## config.mk

```make
export PLATFORM = sky130hd
export DESIGN_NAME = snoop_bus_arbiter
export DESIGN_NICKNAME = d
export VERILOG_FILES = /design/src/rtl/snoop_bus_arbiter.sv
export SDC_FILE = /design/constraint.sdc
export NUM_CORES = 1
export LEC_CHECK = 0
export BUFFER_PORTS_ARGS = -buffer_cell sky130_fd_sc_hd__buf_2
export CAP_MARGIN = 20
export CORE_MARGIN = 5
export CORE_UTILIZATION = 35
export CTS_BUF_LIST = sky130_fd_sc_hd__clkbuf_8
export DETAILED_ROUTE_END_ITERATION = 8
export PLACE_DENSITY_LB_ADDON = 0.15
export REMOVE_ABC_BUFFERS = 1
export SLEW_MARGIN = 25
export SYNTH_ARGS = -nofsm -noshare
export SYNTH_HDL_FRONTEND = slang
export SYNTH_SLANG_ARGS = --single-unit
```

## constraint.sdc

```tcl
create_clock -name clock -period 3.76 [get_ports clock]
set_input_delay 0.376 -clock clock [delete_from_list [all_inputs] [get_ports clock]]
set_output_delay 0.376 -clock clock [all_outputs]
set_load 0.05 [all_outputs]
```

## src/rtl/snoop_bus_arbiter.sv

```systemverilog
// Snoop bus arbiter: round-robin grant, broadcast, snoop reply collection,
// writeback and memory sequencing for N_PROC MESI tiles sharing one memory.
module snoop_bus_arbiter #(
  parameter int N_PROC  = 3,
  parameter int ADDR_W  = 5,
  parameter int DATA_W  = 8,
  parameter int MEM_LAT = 1
) (
  input  logic                     clock,
  input  logic                     reset,
  input  logic [N_PROC-1:0]        req,
  input  logic [N_PROC-1:0]        req_write,
  input  logic [N_PROC*ADDR_W-1:0] req_addr,
  input  logic [N_PROC*DATA_W-1:0] req_data,
  output logic [N_PROC-1:0]        grant,
  output logic [N_PROC-1:0]        snooping,
  output logic                     bus_valid,
  output logic                     bus_write,
  output logic [ADDR_W-1:0]        bus_addr,
  input  logic [N_PROC-1:0]        snoop_share,
  input  logic [N_PROC-1:0]        snoop_abort,
  input  logic [N_PROC*DATA_W-1:0] snoop_wb_data,
  output logic                     mem_we,
  output logic [ADDR_W-1:0]        mem_addr,
  output logic [DATA_W-1:0]        mem_wdata,
  input  logic [DATA_W-1:0]        mem_rdata,
  output logic                     resp_valid,
  output logic [DATA_W-1:0]        resp_data,
  output logic                     resp_share,
  output logic                     busy
);

  localparam int PW = (N_PROC > 1) ? $clog2(N_PROC) : 1;
  localparam int CW = (MEM_LAT > 1) ? $clog2(MEM_LAT + 1) : 1;

  typedef enum logic [2:0] {
    IDLE  = 3'd0,
    BCAST = 3'd1,
    SNOOP = 3'd2,
    WB    = 3'd3,
    MEM   = 3'd4,
    RESP  = 3'd5
  } state_t;

  state_t              state, state_next;
  logic [PW-1:0]       ptr, owner, win, supplier, cand;
  logic                found;
  int                  cand_sum;
  logic [N_PROC-1:0]   own_vec, abort_mask, abort_now;
  logic                op_write, shared_flag;
  logic [ADDR_W-1:0]   op_addr, sel_addr;
  logic [DATA_W-1:0]   op_data, sel_data, sup_data, rd_data, resp_data_hold;
  logic                sel_write, resp_share_hold;
  logic [CW-1:0]       cnt;

  // Round-robin winner search starting one past the last owner, plus winner field muxing.
  always_comb begin
    found     = 1'b0;
    win       = '0;
    cand      = '0;
    cand_sum  = 0;
    for (int i = 1; i <= N_PROC; i++) begin
      cand_sum = int'(ptr) + i;
      cand     = (cand_sum >= N_PROC) ? PW'(cand_sum - N_PROC) : PW'(cand_sum);
      win      = (!found && req[cand]) ? cand : win;
      found    = found | req[cand];
    end
    sel_write = 1'b0;
    sel_addr  = '0;
    sel_data  = '0;
    for (int i = 0; i < N_PROC; i++) begin
      sel_write = (win == PW'(i)) ? req_write[i] : sel_write;
      sel_addr  = (win == PW'(i)) ? req_addr[i*ADDR_W +: ADDR_W] : sel_addr;
      sel_data  = (win == PW'(i)) ? req_data[i*DATA_W +: DATA_W] : sel_data;
    end
  end

  // Owner one-hot, masked abort view and lowest-index writeback supplier.
  always_comb begin
    own_vec   = '0;
    for (int i = 0; i < N_PROC; i++) begin
      own_vec[i] = (owner == PW'(i));
    end
    abort_now = snoop_abort & ~own_vec;
    supplier  = '0;
    for (int i = N_PROC - 1; i >= 0; i--) begin
      supplier = abort_mask[i] ? PW'(i) : supplier;
    end
    sup_data  = '0;
    for (int i = 0; i < N_PROC; i++) begin
      sup_data = (supplier == PW'(i)) ? snoop_wb_data[i*DATA_W +: DATA_W] : sup_data;
    end
  end

  // State register.
  always_ff @(posedge clock) begin
    if (reset) begin
      state <= IDLE;
    end else begin
      state <= state_next;
    end
  end

  // Next-state logic.
  always_comb begin
    state_next = state;
    case (state)
      IDLE:    state_next = found ? BCAST : IDLE;
      BCAST:   state_next = SNOOP;
      SNOOP:   state_next = (|abort_now) ? WB : MEM;
      WB:      state_next = MEM;
      MEM:     state_next = (cnt == CW'(1)) ? RESP : MEM;
      RESP:    state_next = IDLE;
      default: state_next = IDLE;
    endcase
  end

  // Transaction datapath: latched request, snoop results, latency counter, read data.
  always_ff @(posedge clock) begin
    if (reset) begin
      ptr             <= PW'(N_PROC - 1);
      owner           <= '0;
      op_write        <= 1'b0;
      op_addr         <= '0;
      op_data         <= '0;
      abort_mask      <= '0;
      shared_flag     <= 1'b0;
      cnt             <= '0;
      rd_data         <= '0;
      resp_data_hold  <= '0;
      resp_share_hold <= 1'b0;
    end else begin
      case (state)
        IDLE: begin
          if (found) begin
            owner    <= win;
            op_write <= sel_write;
            op_addr  <= sel_addr;
            op_data  <= sel_data;
          end else begin
            owner    <= owner;
          end
        end
        SNOOP: begin
          abort_mask  <= abort_now;
          shared_flag <= |((snoop_share | snoop_abort) & ~own_vec);
          cnt         <= CW'(MEM_LAT);
        end
        WB: begin
          rd_data <= sup_data;
          cnt     <= CW'(MEM_LAT);
        end
        MEM: begin
          cnt <= cnt - CW'(1);
          if (cnt == CW'(1) && !op_write) begin
            rd_data <= mem_rdata;
          end else begin
            rd_data <= rd_data;
          end
        end
        RESP: begin
          ptr             <= owner;
          resp_data_hold  <= rd_data;
          resp_share_hold <= shared_flag;
        end
        default: begin
          ptr <= ptr;
        end
      endcase
    end
  end

  // Moore outputs decoded from the state; response fields persist between completions.
  always_comb begin
    grant      = (state == IDLE) ? '0 : own_vec;
    snooping   = '0;
    bus_valid  = 1'b0;
    bus_write  = 1'b0;
    bus_addr   = '0;
    mem_we     = 1'b0;
    mem_addr   = '0;
    mem_wdata  = '0;
    resp_valid = 1'b0;
    resp_data  = resp_data_hold;
    resp_share = resp_share_hold;
    busy       = (state != IDLE);
    case (state)
      BCAST: begin
        snooping  = ~own_vec;
        bus_valid = 1'b1;
        bus_write = op_write;
        bus_addr  = op_addr;
      end
      SNOOP: snooping = ~own_vec;
      WB: begin
        mem_we    = 1'b1;
        mem_addr  = op_addr;
        mem_wdata = sup_data;
      end
      MEM: begin
        mem_we    = op_write && (cnt == CW'(MEM_LAT));
        mem_addr  = op_addr;
        mem_wdata = op_write ? op_data : '0;
      end
      RESP: begin
        resp_valid = 1'b1;
        resp_data  = rd_data;
        resp_share = shared_flag;
      end
      default: busy = (state != IDLE);
    endcase
  end

endmodule

```

==> impl_metrics.py, run 1 <==
metrics = {
    "status": {
        "status": "finished, final reports clean",
    },
    "critical_path": {
        "criticalPathCategory": "reg2reg",
        "crit_path_end_kind": "flip-flop",
        "crit_path_top_delay_cell": "dfxtp_1",
        "cp_data_arrival_time_ns": 3.13,
        "required_ns": 3.96,
        "max_stage_delay_ns": 0.50,
        "worst-path-max-fanout": 14,
        "startpoint_type": "flip-flop",
        "crit_chain": "inv_1 > ha_1 > nand2b_1 > a32o_2 > or2_4 > o21ai_2 > nand2_1 > o32ai_1",
    },
    "clock_network": {
        "cts.path.max_buffers": 2,
        "ctsResizeCount": 0,
        "holdBufCountCts": 0,
        "clk_pin_slew_ns": 0.08,
        "cts_tree": "yes",
        "cts_buffers": 5,
        "cts_sinks": 43,
        "clkLatencyLatePin_ns": 0.29,
        "root_buffer": "clkbuf_8",
        "htree_levels": 2,
        "post_cts_buffers": 0,
    },
    "drt": {
        "vias_per_cell": 5.166,
        "ant_nets": 0,
        "totalWireLength_mm": 9.025,
        "num_vias": 2929,
        "wl_per_cell_um": 15.92,
        "first_pass_iters": 4,
        "drtIter0Drc": 153,
        "drcViolationCount": 0,
    },
    "flow_run": {
        "max-cap-violations": 0,
    },
    "global_route": {
        "grt-ovfl-total": 0,
        "antenna_found_initial": 0,
        "met2_usage_pct": 28.97,
        "grt_usage_pct": 18.36,
        "grt_pass1_vias": 3001,
        "gr-usage-met1_pct": 24.72,
        "grt_first_pass_wirelength_mm": 14.57,
        "met3_usage_pct": 5.214,
        "grt_busiest_layer": "met2",
        "grt_start_max_net_pins": 23,
    },
    "hold_path": {
        "hold_class": "in2reg",
    },
    "finish": {
        "antenna_cells": 0,
        "layout_commonest_cell": "buf_2",
        "final_util_pct": 44.88,
        "layout.area.seq_um2": 860.8,
        "final_cells": 567,
        "area_delta_synth_final_pct": 25.77,
        "multi_input_area_um2": 1669,
        "fillers": 821,
        "final_cell_mix": "122 x buf_2, 61 x nand2_1, 43 x dfxtp_1",
        "finalInstanceArea_um2": 3432,
        "drive_above_1_share_pct": 31.61,
        "layout.nets": 552,
    },
    "sta": {
        "hold_viol_final": 0,
        "fmax_mhz": 341.0,
        "rsz0062_at_grt": "false",
        "min_period_ns": 2.933,
        "final-max-slew-violation-count": 0,
        "slew-limit-headroom_pct": 48.37,
        "fin_ws_ns": 0.8275,
        "worst_pin_slew_ns": 0.7716,
        "setup_tns_ns": 0,
        "skew_ns": 0.003775,
        "setup_viol": 0,
        "holdWs_ns": 0.3396,
        "period_share_pct": 77.99,
    },
    "pwr": {
        "p_leak_nw": 1.602,
        "swShare_pct": 44.34,
        "p_sw_mw": 0.7063,
        "clockPowerShare_pct": 17.7,
        "power_density_nw_per_um2": 464.2,
        "ir_worst_vdd_mv": 0.1896,
        "internal_power_mw": 0.8867,
        "finalPower_mw": 1.593,
        "pwr-share-seq_pct": 37.9,
        "p_comb_share_pct": 44.5,
    },
    "die": {
        "initial_core_util_pct": 35.68,
        "dieArea_um2": 9663,
        "row_count": 32,
        "die_y_um": 98.30,
        "io_pins": 123,
        "die_w_um": 98.30,
        "fp.coreArea_um2": 7647,
    },
    "place": {
        "dp.cells": 559,
        "place.port_buffers": 122,
        "hpwl_mm": 6.944,
        "placed_area_um2": 3351,
        "place.gp.congestion": 0.8452,
        "post-place-ws_ns": 0.8642,
    },
    "yosys": {
        "ys_seq_area_share_pct": 31.55,
        "synth_area_um2": 2729,
        "yosysUniqueCellTypes": 54,
        "synth_ff_type": "dfxtp_1",
        "avgSynthCellArea_um2": 7.623,
        "synth.top_cell.area_share_pct": 31.55,
        "synthArstFlopShare_pct": 0,
        "yosys-top-cells-area": "dfxtp_1 32%, nand2_1 8.4%, nor2_1 5.2%",
        "ys_warn_count": 0,
        "synth_seq_cells": 43,
        "syn_inst": 358,
        "synth-edff-count": 0,
        "yosys.area.top_type": "dfxtp_1",
    },
}
[cells in the mapped netlist (4+ instances only)]
library cell   n
mux2i_1        5
and2_1        15
nor2b_1        5
o211ai_1       4
a22oi_1       10
a21oi_1        9
clkbuf_1      14
inv_1         17
nand3_1        4
nor4_1        12
o32ai_2        7
buf_6          4
a22o_1         8
nor2_1        38
nand2b_1       7
o21ai_0       24
nand2_1       61
dfxtp_1       43
nor3_1         8
o32ai_1        6
a311oi_1       9
[cells by family (layout without fill, tap and decap cells)]
kind of cell             after synthesis  in the layout  synth area share, %
buffers and inverters                 43            150                7.290
multiplexers                           8              8                3.209
XOR/XNOR                               1              1               0.3210
AND/OR/NAND/NOR                      159            159                27.33
flip-flops                            43             43                31.55
AO/OA/AOI/OAI                        101            101                28.93
adder cells (fa/ha/maj)                3              3                1.376
[power by group through the flow]
stage / clock network [mW] / logic [mW] / registers, mW
6_report: 0.282 / 0.708 / 0.603
5_1_grt: 0.310 / 0.774 / 0.615
4_1_cts: 0.293 / 0.710 / 0.602
3_5_place_dp: 0 / 0.708 / 0.611
3_3_place_gp: 0 / 0.705 / 0.610
2_1_floorplan: 0 / 0.522 / 0.587
[final cells by class]
cell class	instances	area share, %
Inverter	18	1.969
Tap cell	102	3.719
Clock buffer	5	2.005
Clock inverter	3	0.3646
Multi-Input combinational cell	272	48.63
Sequential cell	43	25.08
Timing Repair Buffer	124	18.23
[metal layers]
layer	vias up	part of all wire [%]
met5	-	0
met4	0	0.60
met3	4	7.8
met2	96	46
met1	1337	46
li1	1492	-
[worst max-delay path: cells and delay by family, from the launching register on]
kind | cells | cell delay (ns)
adders and majority gates | 1 | 0.49
AOI/OAI and AO/OA | 3 | 0.79
and+or+nand+nor | 3 | 0.93
buffers and inverters | 1 | 0.14
DFF | 1 | 0.50
[worst paths after layout]
kind                                         startpoint                 endpoint  slack (ns)  cells after the start
worst max-delay path                ptr[0]$_SDFFE_PP0P_  op_addr[0]$_SDFFE_PP0P_        0.83                      8
worst min-delay path                       mem_rdata[7]  rd_data[7]$_SDFFE_PP0P_        0.34                      3
worst max register to register      ptr[0]$_SDFFE_PP0P_  op_addr[0]$_SDFFE_PP0P_        0.83                      8
worst min register to register  op_data[6]$_SDFFE_PP0P_  op_data[6]$_SDFFE_PP0P_        0.46                      2
[registers in the layout, indices dropped and copies added (netlist names)]
| signal | cells |
|---|---|
| op_data | 8 |
| rd_data | 8 |
| resp_data_hold | 8 |
| op_addr | 5 |
| abort_mask | 3 |
| state | 3 |
| owner | 2 |
| ptr | 2 |
| cnt | 1 |
| op_write | 1 |
| resp_share_hold | 1 |
| shared_flag | 1 |
No activity file was read; power rests on OpenSTA's default activity.
==> inputs of run 2 (changes only) <==
- ABC_AREA: unset -> 1
- clock period: 3.76 -> 2.8 ns (I/O delays scaled with it)
==> run 2 against run 1 <==
Net effect: synthesized cell count grew 25%; global-route usage shrank 0.82 points; synthesized area grew 3.7%; clock skew grew 0.0065 ns; largest cell class unchanged; critical path type is now reg2out; count of clock-buffer cells in the layout is the same; sequential share of layout area shrank 1.3 points; final cell count grew 18%; via count grew 10%.
==> impl_metrics.py, run 2 <==
metrics = {
    "drt": {
        "num_vias": 3236,
        "ant_nets": 0,
        "totalWireLength_mm": 8.814,
        "first_pass_iters": 4,
        "vias_per_cell": 4.837,
        "wl_per_cell_um": 13.17,
        "drcViolationCount": 0,
        "drtIter0Drc": 89,
    },
    "finish": {
        "drive_above_1_share_pct": 30.51,
        "top_regs": "op_data x8, rd_data x8, resp_data_hold x8",
        "layout_commonest_cell": "buf_2",
        "final_util_pct": 46.43,
        "area_delta_synth_final_pct": 28.13,
        "final_cells": 669,
        "finalInstanceArea_um2": 3625,
        "final_cell_mix": "122 x buf_2, 106 x nand2_1, 72 x inv_1",
        "layout.nets": 655,
        "fillers": 856,
        "antenna_cells": 0,
    },
    "yosys": {
        "yosys-top-cells-area": "dfxtp_1 30%, nand2_1 14%, inv_1 9.4%",
        "synthTopCellsByCount": "106 x nand2_1, 71 x inv_1, 48 x a21oi_1, 43 x dfxtp_1, 41 x nand3_1",
        "ys_seq_area_share_pct": 30.43,
        "synth_ff_type": "dfxtp_1",
        "avgSynthCellArea_um2": 6.315,
        "post-synth-top-count-cell": "nand2_1",
        "ys_warn_count": 0,
        "synth.top_cell.area_share_pct": 30.43,
        "synth-edff-count": 0,
        "synthArstFlopShare_pct": 0,
        "yosysUniqueCellTypes": 31,
        "syn_inst": 448,
        "synth_area_um2": 2829,
        "synth_seq_cells": 43,
        "yosys.area.top_type": "dfxtp_1",
    },
    "place": {
        "dp.cells": 662,
        "post-place-ws_ns": 0.4959,
        "hpwl_mm": 6.849,
        "place.gp.congestion": 0.8327,
        "placed_area_um2": 3522,
        "place.port_buffers": 122,
    },
    "sta": {
        "worst_pin_slew_ns": 0.5902,
        "hold_viol_final": 0,
        "period_share_pct": 84.72,
        "setup_tns_ns": 0,
        "min_period_ns": 2.372,
        "setup_viol": 0,
        "holdWs_ns": 0.2634,
        "fin_ws_ns": 0.4279,
        "fmax_mhz": 421.6,
        "slew-limit-headroom_pct": 60.51,
        "rsz0062_at_grt": "false",
        "skew_ns": 0.01025,
        "final-max-slew-violation-count": 0,
    },
    "clock_network": {
        "htree_levels": 2,
        "clkLatencyLatePin_ns": 0.29,
        "clk_pin_slew_ns": 0.08,
        "root_buffer": "clkbuf_8",
        "cts_tree": "yes",
        "ctsResizeCount": 0,
        "holdBufCountCts": 0,
        "post_cts_buffers": 0,
        "cts_sinks": 43,
        "cts_buffers": 5,
        "cts.path.max_buffers": 2,
    },
    "status": {
        "status": "finished, final reports clean",
    },
    "die": {
        "die_y_um": 99.91,
        "row_count": 32,
        "initial_core_util_pct": 36.23,
        "fp.coreArea_um2": 7807,
        "dieArea_um2": 9981,
        "die_w_um": 99.91,
        "io_pins": 123,
    },
    "critical_path": {
        "path_buf_inv": 5,
        "crit_chain": "nor2_1 > inv_1 > nor2_1 > buf_4 > inv_1 > nor2_1 > inv_1 > o21ai_0 > buf_2",
        "crit_path_end_kind": "output pin",
        "startpoint_type": "flip-flop",
        "path_delay_family": "buffers and inverters",
        "required_ns": 2.52,
        "crit_path_top_delay_cell": "dfxtp_1",
        "criticalPathCategory": "reg2out",
        "worst-path-max-fanout": 15,
        "max_stage_delay_ns": 0.34,
        "cp_data_arrival_time_ns": 2.09,
    },
    "global_route": {
        "grt_first_pass_wirelength_mm": 14.43,
        "antenna_found_initial": 0,
        "grt_pass1_vias": 3126,
        "grt-ovfl-total": 0,
        "grt_start_max_net_pins": 27,
        "grt_usage_pct": 17.54,
    },
    "pwr": {
        "ir_worst_vdd_mv": 0.3650,
        "p_leak_nw": 1.920,
        "power_density_nw_per_um2": 910.4,
        "finalPower_mw": 3.300,
    },
    "flow_run": {
        "max-cap-violations": 0,
    },
    "hold_path": {
        "hold_class": "in2reg",
    },
}
==> run 2: layout make-up <==
class	count	area [um2]	area share [%]
tap	102	127.6	3.521
multi-input combinational	311	1578	43.53
clock buffer	5	68.82	1.899
timing repair buffer	130	670.6	18.50
clock inverter	2	33.78	0.9320
sequential	43	860.8	23.75
inverter	76	285.3	7.870
==> run 2: kinds of logic after synthesis <==
kind of cell,Yosys count,synth area share (%)
fa+ha+maj,3,1.327
simple gates,210,33.39
buf+inv,94,13.98
compound gates,98,20.88
flops,43,30.43
==> run 2: final timing paths <==
kind / start / endpoint / slack [ns] / depth (start not counted)
min: mem_rdata[1] / rd_data[1]$_SDFFE_PP0P_ / 0.26 / 3
min reg2reg: cnt$_SDFFE_PP0P_ / cnt$_SDFFE_PP0P_ / 0.47 / 2
max reg2reg: ptr[0]$_SDFFE_PP0P_ / op_addr[3]$_SDFFE_PP0P_ / 0.48 / 13
max: state[1]$_SDFF_PP0_ / mem_we / 0.43 / 9
==> run 2: worst register-to-register path: cells and delay by family, from the launching register on <==
| family | cells | cell delay, ns |
|---|---|---|
| AO/OA/AOI/OAI | 2 | 0.19 |
| adder cells (fa/ha/maj) | 1 | 0.41 |
| buffers and inverters | 2 | 0.29 |
| AND/OR/NAND/NOR | 8 | 0.91 |
| flip-flops | 1 | 0.44 |
==> run 2: report_power, final <==
| part | leakage [nW] | internal (mW) | switching, mW | total, mW |
|---|---|---|---|---|
| Clock | 0.0554 | 0.258 | 0.214 | 0.472 |
| Combinational | 1.51 | 0.547 | 1.38 | 1.93 |
| Sequential | 0.351 | 0.789 | 0.109 | 0.899 |
==> run 2: layer usage <==
metal / up-vias / share of wire [%] / GRT usage (%)
met2: 121 / 46 / 29.19
met1: 1428 / 45 / 23.34
met3: 7 / 7.8 / 3.683
met5: - / 0 / 0
met4: 0 / 0.79 / 3.887
li1: 1680 / - / -
